$ cat src/rtl/k005297_abspgcntr.sv
// k005297_abspgcntr: absolute bubble page counter plus seek/access sequencer feeding bubctrlfe.
// Define K005297_ABSPG_TIMEOUT_EN to build the seek timeout counter and o_SEEK_ERR.
module k005297_abspgcntr #(
   parameter int PAGE_COUNT = 2053
) (
   input  logic        i_MCLK,
   input  logic        i_SYS_RST_n,
   input  logic        i_CLK2M_PCEN_n,
   input  logic [19:0] i_ROT20_n,
   input  logic        i_CMD_REQ,
   input  logic [11:0] i_TARGET_PG,
   input  logic [11:0] i_PG_LEN,
   input  logic        i_ABORT,
   input  logic        i_BSEN_n,
   output logic        o_ABSPGCNTR_CNT_START,
   output logic        o_ABSPGCNTR_CNT_STOP,
   output logic        o_VALPG_ACC_FLAG,
   output logic [11:0] o_ABSPG,
   output logic        o_BUSY,
   output logic        o_SEEK_ERR
);
   typedef enum logic [2:0] {IDLE, START, SEEK, ACCESS, STOP} state_t;
   localparam logic [11:0] LAST_PG  = 12'(PAGE_COUNT - 1);
   localparam logic [4:0]  HOLD_END = 5'd19;
   state_t      state_q, state_d;
   logic [11:0] abspg_q, abspg_d, tgt_q, tgt_d, len_q, len_d, rem_q, rem_d;
   logic [4:0]  hold_q, hold_d;
   logic        flag_q, flag_d, start_q, stop_q, busy_q;
   logic        en, tick, match, seek_tmo;
   logic        rot_unused;
   assign rot_unused = ^i_ROT20_n[18:0];
   assign en      = ~i_CLK2M_PCEN_n;
   assign tick    = en & ~i_ROT20_n[19] & ~i_BSEN_n;
   assign abspg_d = tick ? ((abspg_q == LAST_PG) ? 12'd0 : abspg_q + 12'd1) : abspg_q;
   // abspg_d is the post-increment page, so a target equal to the entry page needs a full loop
   assign match   = tick & (abspg_d == tgt_q);
`ifdef K005297_ABSPG_TIMEOUT_EN
   localparam logic [12:0] TMO_TICKS = 13'(PAGE_COUNT + 1);
   logic [12:0] seek_cnt_q, seek_cnt_d;
   logic        err_q, err_d, accept, seek_fail;
   assign seek_tmo   = tick & (seek_cnt_q + 13'd1 == TMO_TICKS);
   assign seek_cnt_d = (state_q != SEEK) ? 13'd0 : (tick ? seek_cnt_q + 13'd1 : seek_cnt_q);
   assign accept     = en & ~i_ABORT & (state_q == IDLE) & i_CMD_REQ;
   assign seek_fail  = en & ~i_ABORT & (state_q == SEEK) & seek_tmo & ~match;
   assign err_d      = accept ? 1'b0 : (seek_fail ? 1'b1 : err_q);
   always_ff @(posedge i_MCLK or negedge i_SYS_RST_n)
      if (!i_SYS_RST_n) begin
         seek_cnt_q <= '0;
         err_q      <= 1'b0;
      end else begin
         seek_cnt_q <= seek_cnt_d;
         err_q      <= err_d;
      end
   assign o_SEEK_ERR = err_q;
`else
   assign seek_tmo   = 1'b0;
   assign o_SEEK_ERR = 1'b0;
`endif
   always_comb begin
      state_d = state_q;
      tgt_d   = tgt_q;
      len_d   = len_q;
      rem_d   = rem_q;
      hold_d  = hold_q;
      flag_d  = flag_q;
      if (en) begin
         if (i_ABORT) begin
            // bubbles not yet shifting can be dropped outright; otherwise stop the shift cleanly
            if (state_q != IDLE) begin
               state_d = ((state_q == START || state_q == SEEK) && i_BSEN_n) ? IDLE : STOP;
               flag_d  = 1'b0;
            end
         end else begin
            case (state_q)
               IDLE: if (i_CMD_REQ) begin
                  state_d = START;
                  tgt_d   = i_TARGET_PG;
                  len_d   = i_PG_LEN;
                  hold_d  = 5'd0;
               end
               START: begin
                  hold_d = (hold_q == HOLD_END) ? hold_q : hold_q + 5'd1;
                  if (hold_q == HOLD_END && !i_BSEN_n) state_d = SEEK;
               end
               SEEK: begin
                  if (match) begin
                     state_d = (len_q != 12'd0) ? ACCESS : STOP;
                     rem_d   = len_q;
                     flag_d  = (len_q != 12'd0);
                  end else if (seek_tmo) begin
                     state_d = STOP;
                  end
               end
               ACCESS: if (tick) begin
                  rem_d = rem_q - 12'd1;
                  if (rem_q == 12'd1) begin
                     flag_d  = 1'b0;
                     state_d = STOP;
                  end
               end
               STOP: if (i_BSEN_n) state_d = IDLE;
               default: state_d = IDLE;
            endcase
         end
      end
   end
   always_ff @(posedge i_MCLK or negedge i_SYS_RST_n)
      if (!i_SYS_RST_n) begin
         state_q <= IDLE;
         abspg_q <= '0;
         tgt_q   <= '0;
         len_q   <= '0;
         rem_q   <= '0;
         hold_q  <= '0;
         flag_q  <= 1'b0;
         start_q <= 1'b0;
         stop_q  <= 1'b0;
         busy_q  <= 1'b0;
      end else begin
         state_q <= state_d;
         abspg_q <= abspg_d;
         tgt_q   <= tgt_d;
         len_q   <= len_d;
         rem_q   <= rem_d;
         hold_q  <= hold_d;
         flag_q  <= flag_d;
         start_q <= (state_d == START);
         stop_q  <= (state_d == STOP);
         busy_q  <= (state_d != IDLE);
      end
   assign o_ABSPGCNTR_CNT_START = start_q;
   assign o_ABSPGCNTR_CNT_STOP  = stop_q;
   assign o_VALPG_ACC_FLAG      = flag_q;
   assign o_ABSPG               = abspg_q;
   assign o_BUSY                = busy_q;
endmodule

$ cat config.mk
export PLATFORM = sky130hd
export DESIGN_NAME = k005297_abspgcntr
export DESIGN_NICKNAME = d
export VERILOG_FILES = /design/src/rtl/k005297_abspgcntr.sv
export SDC_FILE = /design/constraint.sdc
export NUM_CORES = 1
export LEC_CHECK = 0
export ABC_AREA = 1
export CAP_MARGIN = 30
export CORE_UTILIZATION = 28
export CTS_BUF_LIST = sky130_fd_sc_hd__clkbuf_4
export DETAILED_ROUTE_END_ITERATION = 8
export GPL_ROUTABILITY_DRIVEN = 0
export SYNTH_ARGS = -nofsm -noshare
export SYNTH_HDL_FRONTEND = slang
export SYNTH_SLANG_ARGS = --single-unit
$ cat constraint.sdc
create_clock -name i_MCLK -period 1.9 [get_ports i_MCLK]
set_input_delay 0.475 -clock i_MCLK [delete_from_list [all_inputs] [get_ports i_MCLK]]
set_output_delay 0.475 -clock i_MCLK [all_outputs]
set_load 0.1 [all_outputs]
==> impl_results.html, run 1 <==
<table>
<tr><th>Metric</th><th>Value</th></tr>
<tr><th colspan="2">STA</th></tr>
<tr><td>Hold Violations, Final</td><td>0</td></tr>
<tr><td>Final period demand of the worst path</td><td>2360 ps</td></tr>
<tr><td>Final Setup Violations</td><td>19</td></tr>
<tr><td>Final Skew</td><td>18.4 ps</td></tr>
<tr><td>Setup tns final</td><td>-7590 ps</td></tr>
<tr><td>Worst setup margin</td><td>-461 ps</td></tr>
<tr><td>Unrepaired setup endpoints after global routing</td><td>yes</td></tr>
<tr><td>Period utilization</td><td>1.24</td></tr>
<tr><td>Number of pins exceeding their max-slew limit in the final report</td><td>0</td></tr>
<tr><td>Maximum clock frequency</td><td>0.424 GHz</td></tr>
<tr><th colspan="2">Global route</th></tr>
<tr><td>Total congestion overflow after global routing</td><td>0</td></tr>
<tr><td>Largest net degree at the start of global routing</td><td>61</td></tr>
<tr><td>Global-route wire length before repair</td><td>16.0 mm</td></tr>
<tr><td>Via count of the first global-routing pass</td><td>3519</td></tr>
<tr><td>Number of antenna violations at the first check in global routing</td><td>0</td></tr>
<tr><td>Total GRT Usage</td><td>0.154</td></tr>
<tr><th colspan="2">Routing</th></tr>
<tr><td>Total number of vias</td><td>3533</td></tr>
<tr><td>Mean number of vias per cell</td><td>4.41</td></tr>
<tr><td>First-pass iteration count of the detailed router</td><td>5</td></tr>
<tr><td>Total DRC errors in the routed layout</td><td>0</td></tr>
<tr><td>Remaining antenna violation count after routing</td><td>0</td></tr>
<tr><td>Starting DRC count in detailed routing</td><td>129</td></tr>
<tr><td>Aggregate routed wire length</td><td>9.43 mm</td></tr>
<tr><td>Mean routed wirelength per cell</td><td>between 10 and 15 µm</td></tr>
<tr><th colspan="2">Pwr</th></tr>
<tr><td>Power per unit of standard cell area</td><td>1140 mW/mm²</td></tr>
<tr><td>Static leakage</td><td>0.00250 µW</td></tr>
<tr><td>Worst vdd rail ir drop</td><td>about 500 µV</td></tr>
<tr><th colspan="2">Critical path</th></tr>
<tr><td>Worst setup EP type</td><td>register</td></tr>
<tr><td>Required time of the critical path</td><td>2230 ps</td></tr>
<tr><td>Startpoint-to-endpoint class of the critical path</td><td>input port to register</td></tr>
<tr><td>Critical path data arrival time</td><td>2690 ps</td></tr>
<tr><td>CP Max Fanout</td><td>21</td></tr>
<tr><td>Kind of start point of the critical path</td><td>input port</td></tr>
<tr><th colspan="2">Flow run</th></tr>
<tr><td>Maximum capacitance violations</td><td>0</td></tr>
<tr><th colspan="2">Layout</th></tr>
<tr><td>Total inserted antenna cells</td><td>0</td></tr>
<tr><td>Post-Layout Inst Area</td><td>~0.0052 mm²</td></tr>
<tr><td>Area taken by flip-flops and latches</td><td>0.00152 mm²</td></tr>
<tr><td>Fill cell instance count of the final layout</td><td>around 1300</td></tr>
<tr><td>Highest-count cells in the layout ignoring fill and taps</td><td>133 x nand2_1, 87 x inv_1, 64 x buf_4</td></tr>
<tr><td>Share of layout cells above drive strength 1</td><td>0.275</td></tr>
<tr><td>Layout net count</td><td>681</td></tr>
<tr><td>Layout overhead on the synthesized area</td><td>43.3%</td></tr>
<tr><td>Combined area of the multi-input logic cells</td><td>0.00183 mm²</td></tr>
<tr><td>Most common cell after layout, fill and taps aside</td><td>nand2_1</td></tr>
<tr><th colspan="2">Die</th></tr>
<tr><td>Top-level port count</td><td>67</td></tr>
<tr><td>Horizontal die dimension</td><td>116 µm</td></tr>
<tr><td>Area of the placeable core</td><td>0.0126 mm²</td></tr>
<tr><td>Site row count</td><td>between 40 and 50</td></tr>
<tr><td>Die area</td><td>around 0.013 mm²</td></tr>
<tr><td>Die boundary height</td><td>116 µm</td></tr>
<tr><td>Effective utilization at floorplan</td><td>0.288</td></tr>
<tr><th colspan="2">Placement</th></tr>
<tr><td>Port bufs</td><td>46</td></tr>
<tr><td>Cell area after placement</td><td>0.00491 mm²</td></tr>
<tr><td>Dpl hpwl</td><td>7.02 mm</td></tr>
<tr><th colspan="2">Synthesis</th></tr>
<tr><td>Netlist Area Pre-Place</td><td>0.00363 mm²</td></tr>
<tr><td>Flops &amp; latches, synth</td><td>60</td></tr>
<tr><td>Warning count from the yosys run</td><td>0</td></tr>
<tr><td>Post-synthesis async set-or-reset flop share</td><td>1.00</td></tr>
<tr><td>Dominant synthesized flop cell</td><td>dfrtp_1</td></tr>
<tr><td>Count of unique library cells instantiated by Yosys</td><td>35</td></tr>
<tr><td>Average footprint of a synthesized cell</td><td>slightly above 7 µm²</td></tr>
<tr><td>Post-synth net total</td><td>565</td></tr>
<tr><td>Proportion of synthesized chip area in sequential cells</td><td>0.414</td></tr>
<tr><td>Cell count after synthesis</td><td>510</td></tr>
<tr><td>EDFF count, synth</td><td>0</td></tr>
<tr><th colspan="2">Clock tree</th></tr>
<tr><td>Number of CTS-inserted buffers</td><td>9</td></tr>
<tr><td>Cts hold-fix bufs</td><td>0</td></tr>
<tr><td>Root buffer cell</td><td>clkbuf_4</td></tr>
<tr><td>Maximum buffer depth of the clock tree</td><td>2</td></tr>
<tr><td>Clock insertion delay at the later pin of the skew report</td><td>420 ps</td></tr>
<tr><td>TritonCTS clock tree</td><td>built</td></tr>
<tr><td>Total clock sinks</td><td>60</td></tr>
<tr><td>CTS HTree Levels</td><td>3</td></tr>
<tr><td>Clk slew on worst S/H paths</td><td>around 110 ps</td></tr>
<tr><th colspan="2">Min path</th></tr>
<tr><td>Worst min-delay path class</td><td>input port to async pin</td></tr>
<tr><th colspan="2">Run status</th></tr>
<tr><td>Violated checks</td><td>setup timing</td></tr>
<tr><td>Status</td><td>finished, violations left</td></tr>
</table>
[registers in the layout, indices dropped and copies added (netlist names)]
register	flops
rem_q	12
hold_q	5
state_q	3
o_VALPG_ACC_FLAG	1
o_ABSPGCNTR_CNT_START	1
len_q	12
o_ABSPGCNTR_CNT_STOP	1
o_ABSPG	12
tgt_q	12
o_BUSY	1
[what timing repair did]
item | 4_1_cts | 5_1_grt
resized for setup | 17 | 21
setup endpoints to repair | 19 | 19
gates cloned | 1 | 0
pin swaps | 4 | 13
buffers inserted | 5 | 3
[critical path, stage by stage]
cell and delay, ps:
clkdlybuf4s50_1 460, nor2_4 170, nand2_4 110, buf_4 150, nand2_1 80, o21ai_1 90, nand3_2 80, nand2_1 50
nor2_1 110, nand2_1 100, nor2_4 140, nand3_2 70, nand2_2 100, nand2_4 60, nor2_4 90, buf_12 170
nand2_1 70, o21ai_1 90
[per-stage QoR]
stage               instances  total power [µW]  hold WS [ps]   util  worst slack [ps]
floorplan                 510              3640           179      -              -408
global placement          778              5010           499  0.389              -864
detailed placement        778              5050           512  0.389              -922
CTS                       799              5880          39.0  0.404              -448
global route              802              6350          43.4  0.412              -630
finish                    802              5930          44.6  0.412              -461
[synth_stat cells, types with 5 or more instances]
cell type	count	area (µm²)
nand2_1	145	544
inv_1	90	338
nor2_1	41	154
nand3_1	35	175
dfrtp_1	60	1500
ha_1	5	62.6
nor3_1	6	30.0
a21oi_1	9	45.0
inv_2	5	18.8
o21ai_2	10	87.6
o21ai_0	52	260
nor2_4	5	56.3
nand4_1	10	62.6
clkbuf_1	6	22.5
[routing by layer]
layer  up-vias  track usage  routed length [µm]
met5         -            0                   0
met1      1626        0.186                4220
met3        12       0.0434                 381
met4         0       0.0470                 190
li1       1827            -                   -
met2        68        0.264                4640
[logic make-up (layout without fill, tap and decap cells)]
kind of cell             count (synthesis)  count (layout)  share of synthesized area
flip-flops                              60              60                      0.414
other                                    1               1                    0.00103
adder cells (fa/ha/maj)                  5               5                     0.0172
AND/OR/NAND/NOR                        257             258                      0.314
AO/OA/AOI/OAI                           79              79                      0.129
XOR/XNOR                                 2               2                    0.00483
buffers and inverters                  106             225                      0.121
[power breakdown]
| part | leakage, µW | internal (µW) | switching (µW) |
|---|---|---|---|
| logic | 0.00176 | 1350 | 1970 |
| clock network | 0.0000616 | 279 | 453 |
| registers | 0.000686 | 1610 | 262 |
| total | 0.00250 | 3250 | 2690 |
[final timing paths]
kind / slack, ps / start / depth (start not counted) / end
min in group i_MCLK: 530 / rem_q[5] / 2 / rem_q[5]
hold / removal: 40 / i_SYS_RST_n / 2 / tgt_q[5]
setup / recovery: -460 / i_BSEN_n / 18 / rem_q[0]
max in group asynchronous: 1550 / i_SYS_RST_n / 2 / o_ABSPG[10]
setup reg to reg: -450 / o_ABSPG[0] / 19 / rem_q[0]
hold reg to reg: 530 / rem_q[5] / 2 / rem_q[5]
[area by class of cell]
type                            count  area share
Multi-Input combinational cell    345       0.351
Sequential cell                    60       0.292
Timing Repair Buffer              115       0.227
Inverter                           95      0.0690
Tap cell                          172      0.0414
Clock buffer                       11      0.0159
Clock inverter                      4     0.00337
No activity file was read; power rests on OpenSTA's default activity.
==> run 2: changes to the inputs <==
--- a/config.mk
+++ b/config.mk
@@ -7,10 +7,12 @@
 export LEC_CHECK = 0
 export ABC_AREA = 1
 export CAP_MARGIN = 30
+export CORE_MARGIN = 4
 export CORE_UTILIZATION = 28
 export CTS_BUF_LIST = sky130_fd_sc_hd__clkbuf_4
 export DETAILED_ROUTE_END_ITERATION = 8
 export GPL_ROUTABILITY_DRIVEN = 0
+export SETUP_SLACK_MARGIN = 0.3
 export SYNTH_ARGS = -nofsm -noshare
 export SYNTH_HDL_FRONTEND = slang
 export SYNTH_SLANG_ARGS = --single-unit
==> run 2 against run 1 <==
Register-to-register slack about the same. Global-route usage down 0.58 points. Sequential power about the same. Sequential cell count unchanged. First-iteration DRC count up 71%. Largest power group unchanged. Sequential share of layout area down 0.92 points. Combinational power up 4%. Critical path depth up 1. The run still ends with setup timing left.
==> impl_results.html, run 2 (synthesis gave the netlist of run 1 again) <==
<table>
<tr><th>Metric</th><th>Value</th></tr>
<tr><th colspan="2">STA</th></tr>
<tr><td>Final Skew</td><td>11.8 ps (was 18.4 ps)</td></tr>
<tr><td>Maximum clock frequency</td><td>0.426 GHz (was 0.424 GHz)</td></tr>
<tr><td>Period utilization</td><td>1.23 (was 1.24)</td></tr>
<tr><td>Setup tns final</td><td>-7480 ps (was -7590 ps)</td></tr>
<tr><td>Final Setup Violations</td><td>19 (unchanged)</td></tr>
<tr><td>Number of pins exceeding their max-slew limit in the final report</td><td>0 (unchanged)</td></tr>
<tr><td>Unrepaired setup endpoints after global routing</td><td>yes (unchanged)</td></tr>
<tr><td>Final period demand of the worst path</td><td>2350 ps (was 2360 ps)</td></tr>
<tr><td>Worst setup margin</td><td>-445 ps (was -461 ps)</td></tr>
<tr><td>Hold Violations, Final</td><td>0 (unchanged)</td></tr>
<tr><th colspan="2">Routing</th></tr>
<tr><td>Remaining antenna violation count after routing</td><td>0 (unchanged)</td></tr>
<tr><td>Mean routed wirelength per cell</td><td>12.7 µm (was 11.8 µm)</td></tr>
<tr><td>Aggregate routed wire length</td><td>10.3 mm (was 9.43 mm)</td></tr>
<tr><td>Total DRC errors in the routed layout</td><td>0 (unchanged)</td></tr>
<tr><td>Starting DRC count in detailed routing</td><td>220 (was 129)</td></tr>
<tr><td>Mean number of vias per cell</td><td>4.50 (was 4.41)</td></tr>
<tr><td>First-pass iteration count of the detailed router</td><td>6 (was 5)</td></tr>
<tr><td>Total number of vias</td><td>3655 (was 3533)</td></tr>
<tr><th colspan="2">Critical path</th></tr>
<tr><td>Kind of start point of the critical path</td><td>register (was input port)</td></tr>
<tr><td>Delay of the slowest cell on the worst path</td><td>540 ps (was 460 ps)</td></tr>
<tr><td>Startpoint-to-endpoint class of the critical path</td><td>register to register (was input port to register)</td></tr>
<tr><td>Required time of the critical path</td><td>2250 ps (was 2230 ps)</td></tr>
<tr><td>CP Max Fanout</td><td>15 (was 21)</td></tr>
<tr><td>Critical-path cell list</td><td>inv_4 &gt; ha_4 &gt; nand2_2 &gt; inv_1 &gt; nand2_1 &gt; nor2_2 &gt; nand3_2 &gt; nand3_2 &gt; nand2_1 &gt; nor2_2 &gt; nand2_1 &gt; nor2_2 &gt; nand3_1 &gt; nand2_2 &gt; nand2_4 &gt; nor2_4 &gt; buf_12 &gt; nand2_1 &gt; o21ai_2 (was clkdlybuf4s50_1 &gt; nor2_4 &gt; nand2_4 &gt; buf_4 &gt; nand2_1 &gt; o21ai_1 &gt; nand3_2 &gt; nand2_1 &gt; nor2_1 &gt; nand2_1 &gt; nor2_4 &gt; nand3_2 &gt; nand2_2 &gt; nand2_4 &gt; nor2_4 &gt; buf_12 &gt; nand2_1 &gt; o21ai_1)</td></tr>
<tr><td>Depth of the worst register-to-register path</td><td>19 (unchanged)</td></tr>
<tr><td>Most common cell type on the critical path</td><td>nand2_1 (unchanged)</td></tr>
<tr><td>Critical path data arrival time</td><td>2700 ps (was 2690 ps)</td></tr>
<tr><td>Cell with the largest stage delay on the worst path</td><td>dfrtp_4 (was clkdlybuf4s50_1)</td></tr>
<tr><td>Worst setup EP type</td><td>register (unchanged)</td></tr>
<tr><th colspan="2">Die</th></tr>
<tr><td>Die area</td><td>0.0149 mm² (was 0.0134 mm²)</td></tr>
<tr><td>Top-level port count</td><td>67 (unchanged)</td></tr>
<tr><td>Site row count</td><td>41 (unchanged)</td></tr>
<tr><td>Horizontal die dimension</td><td>122 µm (was 116 µm)</td></tr>
<tr><td>Area of the placeable core</td><td>0.0127 mm² (was 0.0126 mm²)</td></tr>
<tr><td>Die boundary height</td><td>122 µm (was 116 µm)</td></tr>
<tr><td>Effective utilization at floorplan</td><td>0.287 (was 0.288)</td></tr>
<tr><th colspan="2">Clock tree</th></tr>
<tr><td>Cts hold-fix bufs</td><td>0 (unchanged)</td></tr>
<tr><td>CTS HTree Levels</td><td>3 (unchanged)</td></tr>
<tr><td>Total clock sinks</td><td>60 (unchanged)</td></tr>
<tr><td>Clk slew on worst S/H paths</td><td>110 ps (about the same)</td></tr>
<tr><td>Number of CTS-inserted buffers</td><td>9 (unchanged)</td></tr>
<tr><td>Clock insertion delay at the later pin of the skew report</td><td>420 ps (about the same)</td></tr>
<tr><td>TritonCTS clock tree</td><td>built (unchanged)</td></tr>
<tr><td>Maximum buffer depth of the clock tree</td><td>2 (unchanged)</td></tr>
<tr><td>Root buffer cell</td><td>clkbuf_4 (unchanged)</td></tr>
<tr><th colspan="2">Pwr</th></tr>
<tr><td>Worst vdd rail ir drop</td><td>530 µV (was 511 µV)</td></tr>
<tr><td>Power per unit of standard cell area</td><td>1140 mW/mm² (about the same)</td></tr>
<tr><td>Static leakage</td><td>0.00261 µW (was 0.00250 µW)</td></tr>
<tr><th colspan="2">Layout</th></tr>
<tr><td>Highest-count cells in the layout ignoring fill and taps</td><td>135 x nand2_1, 85 x inv_1, 62 x buf_4 (was 133 x nand2_1, 87 x inv_1, 64 x buf_4)</td></tr>
<tr><td>Layout net count</td><td>691 (was 681)</td></tr>
<tr><td>Final Core Density</td><td>0.425 (was 0.412)</td></tr>
<tr><td>Post-Layout Inst Area</td><td>0.00538 mm² (was 0.00520 mm²)</td></tr>
<tr><td>Total inserted antenna cells</td><td>0 (unchanged)</td></tr>
<tr><td>Most common cell after layout, fill and taps aside</td><td>nand2_1 (unchanged)</td></tr>
<tr><td>Share of layout cells above drive strength 1</td><td>0.301 (was 0.275)</td></tr>
<tr><td>Layout overhead on the synthesized area</td><td>48.3% (was 43.3%)</td></tr>
<tr><th colspan="2">Global route</th></tr>
<tr><td>Global-route wire length before repair</td><td>17.4 mm (was 16.0 mm)</td></tr>
<tr><td>Largest net degree at the start of global routing</td><td>61 (unchanged)</td></tr>
<tr><td>Total congestion overflow after global routing</td><td>0 (unchanged)</td></tr>
<tr><td>Number of antenna violations at the first check in global routing</td><td>0 (unchanged)</td></tr>
<tr><td>Total GRT Usage</td><td>0.148 (was 0.154)</td></tr>
<tr><td>Via count of the first global-routing pass</td><td>3581 (was 3519)</td></tr>
<tr><th colspan="2">Placement</th></tr>
<tr><td>Dpl hpwl</td><td>7.38 mm (was 7.02 mm)</td></tr>
<tr><td>Cell area after placement</td><td>0.00492 mm² (was 0.00491 mm²)</td></tr>
<tr><td>Dpl ws</td><td>-947 ps (was -922 ps)</td></tr>
<tr><td>Port bufs</td><td>46 (unchanged)</td></tr>
<tr><th colspan="2">Min path</th></tr>
<tr><td>Worst min-delay path class</td><td>input port to async pin (unchanged)</td></tr>
<tr><th colspan="2">Run status</th></tr>
<tr><td>Violated checks</td><td>setup timing (unchanged)</td></tr>
<tr><td>Status</td><td>finished, violations left (unchanged)</td></tr>
<tr><th colspan="2">Flow run</th></tr>
<tr><td>Maximum capacitance violations</td><td>0 (unchanged)</td></tr>
</table>
run 2: cell count changes in the layout (fill, tap and decap cells not counted), moves of 3 or more:
| cell | delta |
|---|---|
| nand3_2 | -4 |
| nor2_2 | +5 |
| nand3_1 | +5 |
| buf_6 | +11 |
| dfrtp_2 | +3 |
| dfrtp_1 | -3 |
| nor2_1 | -5 |
run 2: where the power goes:
part | switching, µW | leakage, µW | internal, µW
clock | 495 | 0.0000662 | 301
combinational | 2000 | 0.00186 | 1450
sequential | 275 | 0.000681 | 1620
total | 2770 | 0.00261 | 3370
run 2: layer usage:
layer,vias up,wire [µm],share of wire,GRT usage
met2,76,4850,0.47,0.238
met4,0,172,0.017,0.0413
met5,-,0,0,0
met3,15,476,0.046,0.0381
li1,1858,-,-,-
met1,1706,4820,0.47,0.198
run 2: path summary, 6_finish.rpt:
check | from | slack [ps] | endpoint
worst min register to register | tgt_q[2] | 530 | tgt_q[2]
max in group asynchronous | i_SYS_RST_n | 1550 | o_ABSPG[0]
min in group i_MCLK | tgt_q[2] | 530 | tgt_q[2]
worst max-delay path | o_ABSPG[0] | -450 | rem_q[4]
worst min-delay path | i_SYS_RST_n | 50 | o_VALPG_ACC_FLAG
worst max register to register | o_ABSPG[0] | -450 | rem_q[4]
run 2: critical path, delay by kind of cell, from the launching register on:
| family | cells | cell delay, ps |
|---|---|---|
| fa+ha+maj | 1 | 120 |
| simple gates | 14 | 1260 |
| buf+inv | 3 | 300 |
| compound gates | 1 | 50 |
| flops | 1 | 540 |
run 2: cell type report:
class	count	area, µm²
clock buffer	12	90.1
clock inverter	4	17.5
fill	1308	7290
inverter	95	364
multi-input combinational	345	1850
sequential	60	1530
tap	172	215
timing repair buffer	125	1320
run 2: per-stage QoR:
| stage | hold WS (ps) | cells | power [µW] |
|---|---|---|---|
| after floorplan | 179 | 510 | 3640 |
| final | 45.4 | 813 | 6140 |
| after global routing | 57.4 | 813 | 6550 |
| after CTS | 43.3 | 806 | 6060 |
| after global placement | 496 | 779 | 5030 |
| after detailed placement | 502 | 779 | 5070 |
run 2: timing repair:
action	in CTS	in global routing
setup buffers	9	7
resized for setup	32	33
hold endpoints to repair	0	0
gates cloned	2	0
pin swaps	3	13
endpoints found under the setup margin	40	60
==> run 3: changes to the inputs <==
--- a/config.mk
+++ b/config.mk
@@ -6,12 +6,14 @@
 export NUM_CORES = 1
 export LEC_CHECK = 0
 export ABC_AREA = 1
-export CAP_MARGIN = 30
+export CAP_MARGIN = 20
 export CORE_MARGIN = 4
 export CORE_UTILIZATION = 28
 export CTS_BUF_LIST = sky130_fd_sc_hd__clkbuf_4
 export DETAILED_ROUTE_END_ITERATION = 8
 export GPL_ROUTABILITY_DRIVEN = 0
+export HOLD_SLACK_MARGIN = 0.06
+export PLACE_DENSITY_LB_ADDON = 0.3
 export SETUP_SLACK_MARGIN = 0.3
 export SYNTH_ARGS = -nofsm -noshare
 export SYNTH_HDL_FRONTEND = slang
==> run 3 against run 2 <==
The run still ends with setup timing left. Design area rose by 4.6%. Setup slack got worse by 99 ps. Sequential power barely moved. Clock power fell by 2.6%. Routed wire length fell by 1.9%. Critical path depth rose by 1. Hold slack improved by 470 ps. Sequential cell count did not move. Cell count rose by 1.7%.
==> impl_results.html, run 3 (synthesis gave the netlist of run 1 again) <==
<table>
<tr><th>Metric</th><th>Value</th></tr>
<tr><th colspan="2">Die</th></tr>
<tr><td>Horizontal die dimension</td><td>122 µm (unchanged)</td></tr>
<tr><td>Effective utilization at floorplan</td><td>0.287 (unchanged)</td></tr>
<tr><td>Site row count</td><td>41 (unchanged)</td></tr>
<tr><td>Top-level port count</td><td>67 (unchanged)</td></tr>
<tr><td>Die area</td><td>0.0149 mm² (unchanged)</td></tr>
<tr><td>Area of the placeable core</td><td>0.0127 mm² (unchanged)</td></tr>
<tr><td>Die boundary height</td><td>122 µm (unchanged)</td></tr>
<tr><th colspan="2">Placement</th></tr>
<tr><td>Dpl hpwl</td><td>7.33 mm (was 7.38 mm)</td></tr>
<tr><td>Cell area after placement</td><td>0.00500 mm² (was 0.00492 mm²)</td></tr>
<tr><td>Port bufs</td><td>46 (unchanged)</td></tr>
<tr><td>Number of placed instances with taps included</td><td>788 (was 779)</td></tr>
<tr><th colspan="2">Clock tree</th></tr>
<tr><td>Number of CTS-inserted buffers</td><td>9 (unchanged)</td></tr>
<tr><td>Clock insertion delay at the later pin of the skew report</td><td>410 ps (was 420 ps)</td></tr>
<tr><td>Clk slew on worst S/H paths</td><td>110 ps (about the same)</td></tr>
<tr><td>TritonCTS clock tree</td><td>built (unchanged)</td></tr>
<tr><td>Root buffer cell</td><td>clkbuf_4 (unchanged)</td></tr>
<tr><td>Maximum buffer depth of the clock tree</td><td>2 (unchanged)</td></tr>
<tr><td>CTS HTree Levels</td><td>3 (unchanged)</td></tr>
<tr><td>Total clock sinks</td><td>60 (unchanged)</td></tr>
<tr><th colspan="2">Routing</th></tr>
<tr><td>Starting DRC count in detailed routing</td><td>142 (was 220)</td></tr>
<tr><td>Mean number of vias per cell</td><td>4.41 (was 4.50)</td></tr>
<tr><td>Remaining antenna violation count after routing</td><td>0 (unchanged)</td></tr>
<tr><td>Mean routed wirelength per cell</td><td>12.2 µm (was 12.7 µm)</td></tr>
<tr><td>First-pass iteration count of the detailed router</td><td>4 (was 6)</td></tr>
<tr><td>Total number of vias</td><td>3650 (was 3655)</td></tr>
<tr><td>Total DRC errors in the routed layout</td><td>0 (unchanged)</td></tr>
<tr><td>Aggregate routed wire length</td><td>10.1 mm (was 10.3 mm)</td></tr>
<tr><th colspan="2">Layout</th></tr>
<tr><td>Most common cell after layout, fill and taps aside</td><td>nand2_1 (unchanged)</td></tr>
<tr><td>Final cell count without fillers</td><td>827 (was 813)</td></tr>
<tr><td>Share of layout cells above drive strength 1</td><td>0.334 (was 0.301)</td></tr>
<tr><td>Total inserted antenna cells</td><td>0 (unchanged)</td></tr>
<tr><td>Layout overhead on the synthesized area</td><td>55.1% (was 48.3%)</td></tr>
<tr><td>Post-Layout Inst Area</td><td>0.00563 mm² (was 0.00538 mm²)</td></tr>
<tr><td>Final Core Density</td><td>0.445 (was 0.425)</td></tr>
<tr><td>Layout net count</td><td>705 (was 691)</td></tr>
<tr><td>Combined area of the multi-input logic cells</td><td>0.00190 mm² (was 0.00185 mm²)</td></tr>
<tr><td>Highest-count cells in the layout ignoring fill and taps</td><td>125 x nand2_1, 86 x inv_1, 63 x buf_4 (was 135 x nand2_1, 85 x inv_1, 62 x buf_4)</td></tr>
<tr><td>Fill cell instance count of the final layout</td><td>1287 (was 1308)</td></tr>
<tr><td>Area taken by flip-flops and latches</td><td>0.00152 mm² (was 0.00153 mm²)</td></tr>
<tr><th colspan="2">STA</th></tr>
<tr><td>Unrepaired setup endpoints after global routing</td><td>yes (unchanged)</td></tr>
<tr><td>Final Setup Violations</td><td>19 (unchanged)</td></tr>
<tr><td>Final Skew</td><td>15.4 ps (was 11.8 ps)</td></tr>
<tr><td>Setup tns final</td><td>-9370 ps (was -7480 ps)</td></tr>
<tr><td>Worst setup margin</td><td>-544 ps (was -445 ps)</td></tr>
<tr><td>Period utilization</td><td>1.29 (was 1.23)</td></tr>
<tr><td>Hold Violations, Final</td><td>0 (unchanged)</td></tr>
<tr><td>Number of pins exceeding their max-slew limit in the final report</td><td>0 (unchanged)</td></tr>
<tr><td>Maximum clock frequency</td><td>0.409 GHz (was 0.426 GHz)</td></tr>
<tr><td>Final period demand of the worst path</td><td>2440 ps (was 2350 ps)</td></tr>
<tr><th colspan="2">Critical path</th></tr>
<tr><td>Worst setup EP type</td><td>register (unchanged)</td></tr>
<tr><td>Startpoint-to-endpoint class of the critical path</td><td>register to register (unchanged)</td></tr>
<tr><td>Critical path data arrival time</td><td>2780 ps (was 2700 ps)</td></tr>
<tr><td>Worst r2r dst</td><td>rem_q[5] (was rem_q[4])</td></tr>
<tr><td>Depth of the worst register-to-register path</td><td>20 (was 19)</td></tr>
<tr><td>Delay of the slowest cell on the worst path</td><td>520 ps (was 540 ps)</td></tr>
<tr><td>Cell with the largest stage delay on the worst path</td><td>dfrtp_4 (unchanged)</td></tr>
<tr><td>FF-to-FF Start</td><td>o_ABSPG[1] (was o_ABSPG[0])</td></tr>
<tr><td>Critical-path cell list</td><td>buf_12 &gt; ha_4 &gt; buf_6 &gt; nand3_2 &gt; nand2_1 &gt; nand2_1 &gt; inv_1 &gt; nand2_2 &gt; nor2_1 &gt; nor2_1 &gt; nand3_2 &gt; nor2_4 &gt; nand3_2 &gt; nand2_2 &gt; nand2_4 &gt; nor2_4 &gt; buf_6 &gt; clkbuf_16 &gt; o211ai_4 &gt; nand2_1 (was inv_4 &gt; ha_4 &gt; nand2_2 &gt; inv_1 &gt; nand2_1 &gt; nor2_2 &gt; nand3_2 &gt; nand3_2 &gt; nand2_1 &gt; nor2_2 &gt; nand2_1 &gt; nor2_2 &gt; nand3_1 &gt; nand2_2 &gt; nand2_4 &gt; nor2_4 &gt; buf_12 &gt; nand2_1 &gt; o21ai_2)</td></tr>
<tr><td>Required time of the critical path</td><td>2240 ps (was 2250 ps)</td></tr>
<tr><td>CP Max Fanout</td><td>5 (was 15)</td></tr>
<tr><td>Kind of start point of the critical path</td><td>register (unchanged)</td></tr>
<tr><td>Setup slack of the most critical reg-to-reg path</td><td>-540 ps (was -450 ps)</td></tr>
<tr><th colspan="2">Flow run</th></tr>
<tr><td>Maximum capacitance violations</td><td>0 (unchanged)</td></tr>
<tr><th colspan="2">Global route</th></tr>
<tr><td>Total congestion overflow after global routing</td><td>0 (unchanged)</td></tr>
<tr><td>Number of antenna violations at the first check in global routing</td><td>0 (unchanged)</td></tr>
<tr><td>Global-route wire length before repair</td><td>17.1 mm (was 17.4 mm)</td></tr>
<tr><td>Total GRT Usage</td><td>0.144 (was 0.148)</td></tr>
<tr><td>Via count of the first global-routing pass</td><td>3615 (was 3581)</td></tr>
<tr><td>Largest net degree at the start of global routing</td><td>61 (unchanged)</td></tr>
<tr><th colspan="2">Pwr</th></tr>
<tr><td>Final Power</td><td>6280 µW (was 6140 µW)</td></tr>
<tr><td>Static leakage</td><td>0.00268 µW (was 0.00261 µW)</td></tr>
<tr><td>Worst vdd rail ir drop</td><td>582 µV (was 530 µV)</td></tr>
<tr><td>Power per unit of standard cell area</td><td>1120 mW/mm² (was 1140 mW/mm²)</td></tr>
<tr><th colspan="2">Min path</th></tr>
<tr><td>WHS Path Cells</td><td>2</td></tr>
<tr><td>Hold Startpoint</td><td>tgt_q[8]</td></tr>
<tr><td>Worst min-delay path class</td><td>register to register (was input port to async pin)</td></tr>
<tr><td>Hold Path Sink</td><td>tgt_q[8]</td></tr>
<tr><th colspan="2">Run status</th></tr>
<tr><td>Status</td><td>finished, violations left (unchanged)</td></tr>
<tr><td>Violated checks</td><td>setup timing (unchanged)</td></tr>
</table>
-- run 3: cell types whose count changed in the layout (fill, tap and decap cells not counted), sizes merged --
cell / previous run / this run
dlymetal6s2s: 2 / 0
clkbuf: 12 / 10
dlygate4sd3: 0 / 1
dlygate4sd2: 0 / 1
clkinv: 4 / 3
clkdlybuf4s50: 27 / 28
nand2: 152 / 151
buf: 96 / 109
clkinvlp: 0 / 4
-- run 3: worst max-delay path by stage --
stage,slack (ps),end,depth (start not counted),startpoint
global route,-700,rem_q[5],20,o_ABSPG[1]
detailed placement,-880,rem_q[0],18,i_BSEN_n
floorplan,-410,rem_q[0],14,o_ABSPG[1]
global placement,-840,rem_q[0],18,i_BSEN_n
CTS,-450,rem_q[0],20,o_ABSPG[1]
finish,-540,rem_q[5],20,o_ABSPG[1]
-- run 3: final cells by class --
type | count | area share
multi-input combinational | 344 | 0.337
timing repair buffer | 140 | 0.271
clock inverter | 7 | 0.00777
inverter | 95 | 0.0637
tap | 172 | 0.0382
sequential | 60 | 0.270
clock buffer | 9 | 0.0120
-- run 3: metrics by stage --
stage	hold slack, ps	worst slack, ps
after global placement	484	-836
final	511	-544
after global routing	542	-702
after floorplan	179	-408
after detailed placement	489	-881
after CTS	514	-450
-- run 3: repair_timing --
| action | CTS | global route |
|---|---|---|
| hold buffers | 1 | 0 |
| pin swaps | 4 | 20 |
| endpoints found under the hold margin | 32 | 0 |
| setup endpoints to repair | 34 | 62 |
| buffers inserted | 15 | 4 |
| gates cloned | 2 | 1 |
| gates resized for setup | 50 | 36 |
-- run 3: routing by layer --
metal | vias up | wire, µm | global-route usage
li1 | 1881 | - | -
met1 | 1688 | 4700 | 0.184
met2 | 63 | 4800 | 0.244
met3 | 18 | 400 | 0.0292
met4 | 0 | 215 | 0.0504
met5 | - | 0 | 0
-- run 3: report_power, final --
part	leakage (µW)	total [µW]	switching [µW]	internal (µW)
clock network	0.0000514	775	517	258
registers	0.000685	1890	275	1610
logic	0.00194	3620	2050	1570
total	0.00268	6280	2840	3450
-- run 3: worst max-delay path: cells and delay by family (launching register included) --
kind	cells	cell delay (ps)
AND/OR/NAND/NOR	13	1080
buffers and inverters	5	560
AO/OA/AOI/OAI	1	50
flip-flops	1	520
adder cells (fa/ha/maj)	1	170
